**config.mk**
```make
export PLATFORM = sky130hd
export DESIGN_NAME = secuenciador_motor
export DESIGN_NICKNAME = d
export VERILOG_FILES = /design/src/rtl/secuenciador_motor_pkg.sv /design/src/rtl/eje_paso.sv /design/src/rtl/secuenciador_motor.sv
export SDC_FILE = /design/constraint.sdc
export NUM_CORES = 1
export LEC_CHECK = 0
export BUFFER_PORTS_ARGS = -buffer_cell sky130_fd_sc_hd__buf_4
export CAP_MARGIN = 20
export CORE_MARGIN = 2
export CORE_UTILIZATION = 33
export DETAILED_ROUTE_END_ITERATION = 6
export PLACE_DENSITY = 0.47
export SYNTH_ARGS = -nofsm -noshare
export SYNTH_HDL_FRONTEND = slang
export SYNTH_HIERARCHICAL = 1
export SYNTH_SLANG_ARGS = --single-unit
```
**constraint.sdc**
```tcl
create_clock -name clk -period 4.15 [get_ports clk]
set_clock_uncertainty 0.1 [all_clocks]
set_input_delay 0 -clock clk [delete_from_list [all_inputs] [get_ports clk]]
set_output_delay 0 -clock clk [all_outputs]
set_load 0.01 [all_outputs]
```
**src/rtl/secuenciador_motor_pkg.sv**
```systemverilog
// Shared definitions for the two-axis stepper sequencer: direction codes, axis states, coil tables.
// Define MEDIO_PASO_EN to build the 8-entry half-step table instead of the 4-entry full-step one.
package secuenciador_motor_pkg;

    typedef enum logic [1:0] {
        IDLE  = 2'd0,
        RUN   = 2'd1,
        PAUSA = 2'd2
    } estado_t;

    localparam logic [1:0] PARAR       = 2'b00;
    localparam logic [1:0] HORARIO     = 2'b01;
    localparam logic [1:0] ANTIHORARIO = 2'b11;

`ifdef MEDIO_PASO_EN
    localparam int FASES = 8;
`else
    localparam int FASES = 4;
`endif
    localparam int FASE_W = $clog2(FASES);

    // Code 10 is not a motion request; it behaves exactly like PARAR.
    function automatic logic es_marcha(input logic [1:0] code);
        return (code == HORARIO) || (code == ANTIHORARIO);
    endfunction

    function automatic logic [3:0] bobinas_de_fase(input logic [FASE_W-1:0] idx);
        logic [3:0] patron;
`ifdef MEDIO_PASO_EN
        case (idx)
            3'd0:    patron = 4'b1000;
            3'd1:    patron = 4'b1100;
            3'd2:    patron = 4'b0100;
            3'd3:    patron = 4'b0110;
            3'd4:    patron = 4'b0010;
            3'd5:    patron = 4'b0011;
            3'd6:    patron = 4'b0001;
            default: patron = 4'b1001;
        endcase
`else
        case (idx)
            2'd0:    patron = 4'b1100;
            2'd1:    patron = 4'b0110;
            2'd2:    patron = 4'b0011;
            default: patron = 4'b1001;
        endcase
`endif
        return patron;
    endfunction

endpackage

```
**src/rtl/eje_paso.sv**
```systemverilog
// One stepper axis: input code register, tick prescaler, IDLE/RUN/PAUSA FSM, phase index and position.
// The coil table (full or half step) comes from the package, selected by MEDIO_PASO_EN.
module eje_paso
    import secuenciador_motor_pkg::*;
#(
    parameter int unsigned DIV  = 50000,
    parameter int unsigned DEAD = 2
) (
    input  logic        clk,
    input  logic        rst,
    input  logic [1:0]  s_in,
    output logic [3:0]  bobinas,
    output logic [15:0] pos,
    output logic        busy
);

    estado_t           estado, estado_n;
    logic [1:0]        code_q;
    logic [1:0]        dir, dir_n;
    logic [15:0]       cuenta, cuenta_n;
    logic [7:0]        muerto, muerto_n;
    logic [FASE_W-1:0] fase, fase_n;
    logic [15:0]       pos_n;
    logic [3:0]        bobinas_n;
    logic              tick;
    logic              paso;

    assign tick = (estado != IDLE) && (cuenta == 16'(DIV - 1));
    assign busy = (estado != IDLE);

    always_comb begin
        // NOTE: every signal driven here gets a default first, so no path can infer a latch.
        estado_n  = estado;
        dir_n     = dir;
        muerto_n  = muerto;
        fase_n    = fase;
        pos_n     = pos;
        bobinas_n = bobinas;
        paso      = 1'b0;

        case (estado)
            IDLE: begin
                if (es_marcha(code_q)) begin
                    estado_n = RUN;
                    dir_n    = code_q;
                end
            end
            RUN: begin
                if (!es_marcha(code_q)) begin
                    estado_n = IDLE;
                end else if (code_q != dir) begin
                    estado_n = PAUSA;
                    dir_n    = code_q;
                    muerto_n = 8'(DEAD);
                end else if (tick) begin
                    paso = 1'b1;
                end
            end
            PAUSA: begin
                if (!es_marcha(code_q)) begin
                    estado_n = IDLE;
                end else if (code_q != dir) begin
                    dir_n    = code_q;
                    muerto_n = 8'(DEAD);
                end else if (tick) begin
                    // The tick that empties the dead counter only re-enters RUN; stepping waits for the next one.
                    if (muerto <= 8'd1) begin
                        muerto_n = 8'd0;
                        estado_n = RUN;
                    end else begin
                        muerto_n = muerto - 8'd1;
                    end
                end
            end
            default: estado_n = IDLE;
        endcase

        // Forward drives the pattern at the index and then advances; reverse retreats first and drives that.
        if (paso) begin
            if (dir == HORARIO) begin
                bobinas_n = bobinas_de_fase(fase);
                fase_n    = fase + 1'b1;
                pos_n     = pos + 16'd1;
            end else begin
                fase_n    = fase - 1'b1;
                bobinas_n = bobinas_de_fase(fase_n);
                pos_n     = pos - 16'd1;
            end
        end

        if (estado_n != RUN) begin
            bobinas_n = 4'b0000;
        end

        if ((estado == IDLE) || (estado_n == IDLE) || tick) begin
            cuenta_n = 16'd0;
        end else begin
            cuenta_n = cuenta + 16'd1;
        end
    end

    // NOTE: state registers use non-blocking assignments so every flop samples pre-edge values.
    always_ff @(posedge clk) begin
        if (rst) begin
            estado  <= IDLE;
            code_q  <= PARAR;
            dir     <= PARAR;
            cuenta  <= 16'd0;
            muerto  <= 8'd0;
            fase    <= '0;
            pos     <= 16'd0;
            bobinas <= 4'b0000;
        end else begin
            estado  <= estado_n;
            code_q  <= s_in;
            dir     <= dir_n;
            cuenta  <= cuenta_n;
            muerto  <= muerto_n;
            fase    <= fase_n;
            pos     <= pos_n;
            bobinas <= bobinas_n;
        end
    end

endmodule

```
**src/rtl/secuenciador_motor.sv**
```systemverilog
// Two-axis (theta/phi) stepper sequencer built from two independent eje_paso instances.
// Define MEDIO_PASO_EN for half-step drive; the default build uses full-step drive.
module secuenciador_motor
    import secuenciador_motor_pkg::*;
#(
    parameter int unsigned DIV  = 50000,
    parameter int unsigned DEAD = 2
) (
    input  logic        clk,
    input  logic        rst,
    input  logic [1:0]  s_in_theta,
    input  logic [1:0]  s_in_phi,
    output logic [3:0]  bobinas_theta,
    output logic [3:0]  bobinas_phi,
    output logic [15:0] pos_theta,
    output logic [15:0] pos_phi,
    output logic        busy
);

    logic busy_theta;
    logic busy_phi;

    eje_paso #(.DIV(DIV), .DEAD(DEAD)) u_eje_theta (
        .clk     (clk),
        .rst     (rst),
        .s_in    (s_in_theta),
        .bobinas (bobinas_theta),
        .pos     (pos_theta),
        .busy    (busy_theta)
    );

    eje_paso #(.DIV(DIV), .DEAD(DEAD)) u_eje_phi (
        .clk     (clk),
        .rst     (rst),
        .s_in    (s_in_phi),
        .bobinas (bobinas_phi),
        .pos     (pos_phi),
        .busy    (busy_phi)
    );

    assign busy = busy_theta | busy_phi;

endmodule
```
==> out/summary.txt <==
Total track usage: 13.99%
Placed Instances: 1009
Mapped cell area: 0.006210 mm^2
Most common cell after layout, fill and taps aside: nor2_1
Final Max Slew Viols: 0
Clock transition at path regs: 80 ps
TritonCTS clock tree: done
Layout cells sized above 1: 11.70%
Avg Cell Area, Syn: 8.358 um^2
Pwr per Cell Area: 280.5 mW/mm^2
Final net count: 848
Core area: 0.01858 mm^2
Register bit count reported by yosys: 104
Leak: 2.790 nW
# setup viols final: 0
Post-CTS setup buffer count: 0
Cells after Synth: 743
Full die area: 0.01993 mm^2
Die W: 141.2 um
Actual slew at the worst max-slew pin: 1036 ps
TNS Setup: 0 ps
Unique masters post-synth: 74
Vias in the first global route: 5036
Fin crit period: 3297 ps
Synthesized Nets: 801
Unrepaired setup endpoints after global routing: no
Grt met1 use: 16.64%
ANT nets after route: 0
Area growth, synth to finish: 14.59%
Busiest grt layer: met2
Ys async rst share: 0%
Initial Utilization: 33.42%
Slew Limit Headroom: 30.92%
Most frequent cells in the layout: nor2_1 (109), dfxtp_1 (104), nand2_1 (72), a21oi_1 (56), buf_4 (52)
Yosys warnings: 6
Num Clock Sinks: 104
Post-DP HPWL: 9996 um
Final instance area: 0.007116 mm^2
Critical path class: reg2reg
Drt total wl: 13870 um
Final Hold Vio Count: 0
First-pass GRT wire length: 23160 um
M2 GR Usage: 24.96%
Req. time, crit path: 4300 ps
Wirelength per Cell: 13.48 um
Final GP Congestion: 0.8261
Via-per-instance ratio: 5.104
Clock Latency Late Sink: 360 ps
Ys flop type: dfxtp_1
Number of H-tree levels: 3
DR vias: 5252
Die Y: 141.2 um
Kind of start point of the critical path: flip-flop
Inserted Diodes: 0
Fmax achieved: 303.3 MHz
DRC: 0
Fin cells: 1029
Pin count of the biggest net entering global routing: 55
Number of buffers added on ports: 46
Cell row count: 50
Root Buffer: clkbuf_16
Number of flops mapped to enable cells by yosys: 0
Num CTS Buffers: 9
VDD IR max: 0.0001945 V
Seq/Total Area, Yosys: 33.53%
Status: finished, final reports clean
Placed Area: 0.006788 mm^2
Met3 usage: 3.227%
Maxcap violations: 0
IO Pins: 47
Fin util: 38.30%
Crit path max fanout: 13
Worst Setup End Kind: flip-flop
Min-delay worst type: in2reg
Clock Path Buffers: 2
CP Data Arrival Time: 3450 ps
Initial DRC count: 290
First drt pass iteration count: 4
Post-CTS Resized: 0
Total congestion overflow: 0
Initial antenna violation count: 0
Fin crit share: 79.44%
cells in the mapped netlist (3+ instances only):
cell / instances / area share, %
nor2_1: 109 / 6.6
and4_1: 5 / 0.71
nor3b_1: 3 / 0.36
o211ai_1: 7 / 0.85
mux2i_1: 5 / 0.81
o21bai_1: 4 / 0.48
a211oi_1: 10 / 1.2
clkbuf_1: 9 / 0.54
nor2b_1: 6 / 0.60
or3_1: 6 / 0.60
nor4_1: 7 / 0.71
o31ai_1: 4 / 0.48
inv_1: 32 / 1.9
nand3_1: 31 / 2.5
a311o_1: 3 / 0.48
a21o_1: 7 / 0.85
dfxtp_1: 104 / 34
a31oi_1: 3 / 0.30
nor3_1: 22 / 1.8
nor4b_1: 3 / 0.42
a21oi_1: 56 / 4.5
buf_6: 3 / 0.54
xnor2_1: 33 / 4.7
o2111ai_1: 3 / 0.42
o21ai_0: 25 / 2.0
buf_2: 6 / 0.48
nand2_1: 72 / 4.4
nand4_1: 10 / 1.0
and3_1: 9 / 0.91
xor2_1: 36 / 5.1
o21a_1: 4 / 0.48
ha_1: 50 / 10
cell families (layout without fill, tap and decap cells):
kind of cell / after synthesis / after routing / synth area share [%]
fa+ha+maj: 52 / 52 / 10.72
simple gates: 307 / 307 / 25.01
buf+inv: 53 / 105 / 3.768
xor+xnor: 69 / 69 / 9.732
mux: 5 / 5 / 0.8060
compound gates: 153 / 153 / 16.44
flops: 104 / 104 / 33.53
state kept, by name, summed over array words and instances, names as in the netlist:
signal / flops
u_eje_phi/cuenta: 16
u_eje_phi/pos: 16
u_eje_theta/cuenta: 16
u_eje_theta/pos: 16
u_eje_phi/muerto: 8
u_eje_theta/muerto: 8
u_eje_phi/bobinas: 4
u_eje_theta/bobinas: 4
u_eje_phi/code_q: 2
u_eje_phi/dir: 2
u_eje_phi/estado: 2
u_eje_phi/fase: 2
u_eje_theta/code_q: 2
u_eje_theta/dir: 2
u_eje_theta/estado: 2
u_eje_theta/fase: 2
per-stage QoR:
stage	setup WS [ps]	hold slack, ps	total power, W
floorplan	938.1	28.18	0.001147
global placement	995.6	116.2	0.001182
detailed placement	855.5	115.4	0.001185
CTS	837.4	41.52	0.002035
global route	566.5	59.00	0.002102
finish	853.3	32.27	0.001996
routing by layer:
layer  vias up  share of wire, %  wire [um]
li1       2728                 -          -
met1      2435                47       6471
met2        77                49       6816
met3        12               3.0        418
met4         0               1.2        167
met5         -                 0          0
path summary, 6_finish.rpt:
path,startpoint,endpoint,slack [ps],depth (start not counted)
hold / removal,rst,u_eje_theta/pos[0],30,2
setup reg to reg,u_eje_theta/dir[0],u_eje_theta/pos[13],850,10
hold reg to reg,u_eje_phi/cuenta[0],u_eje_phi/cuenta[0],350,1
setup / recovery,u_eje_theta/dir[0],u_eje_theta/pos[13],850,10
worst max-delay path, cell delays in order, from the launching register on:
cell	delay (ps)
dfxtp_1	420
nor2b_1	380
inv_1	270
buf_4	260
ha_1	340
a21oi_1	160
o21ai_0	130
o211ai_1	330
o221ai_1	250
nor4b_1	200
a311o_1	340
repair_timing:
action,CTS,global route
hold buffers,4,0
endpoints found under the setup margin,0,0
endpoints found under the hold margin,4,0
power breakdown:
part / internal (W) / total [W] / switching, W
clock: 0.000419 / 0.000832 / 0.000413
combinational: 0.0000574 / 0.000153 / 0.0000956
sequential: 0.00100 / 0.00101 / 0.00000818
area by class of cell:
type | instances | area, um^2
multi-input combinational | 586 | 3899
tap | 234 | 292.8
inverter | 33 | 123.9
clock inverter | 7 | 62.56
sequential | 104 | 2082
fill | 1885 | 11460
clock buffer | 9 | 225.2
timing repair buffer | 56 | 430.4
Power figures use the tool's default switching activity.
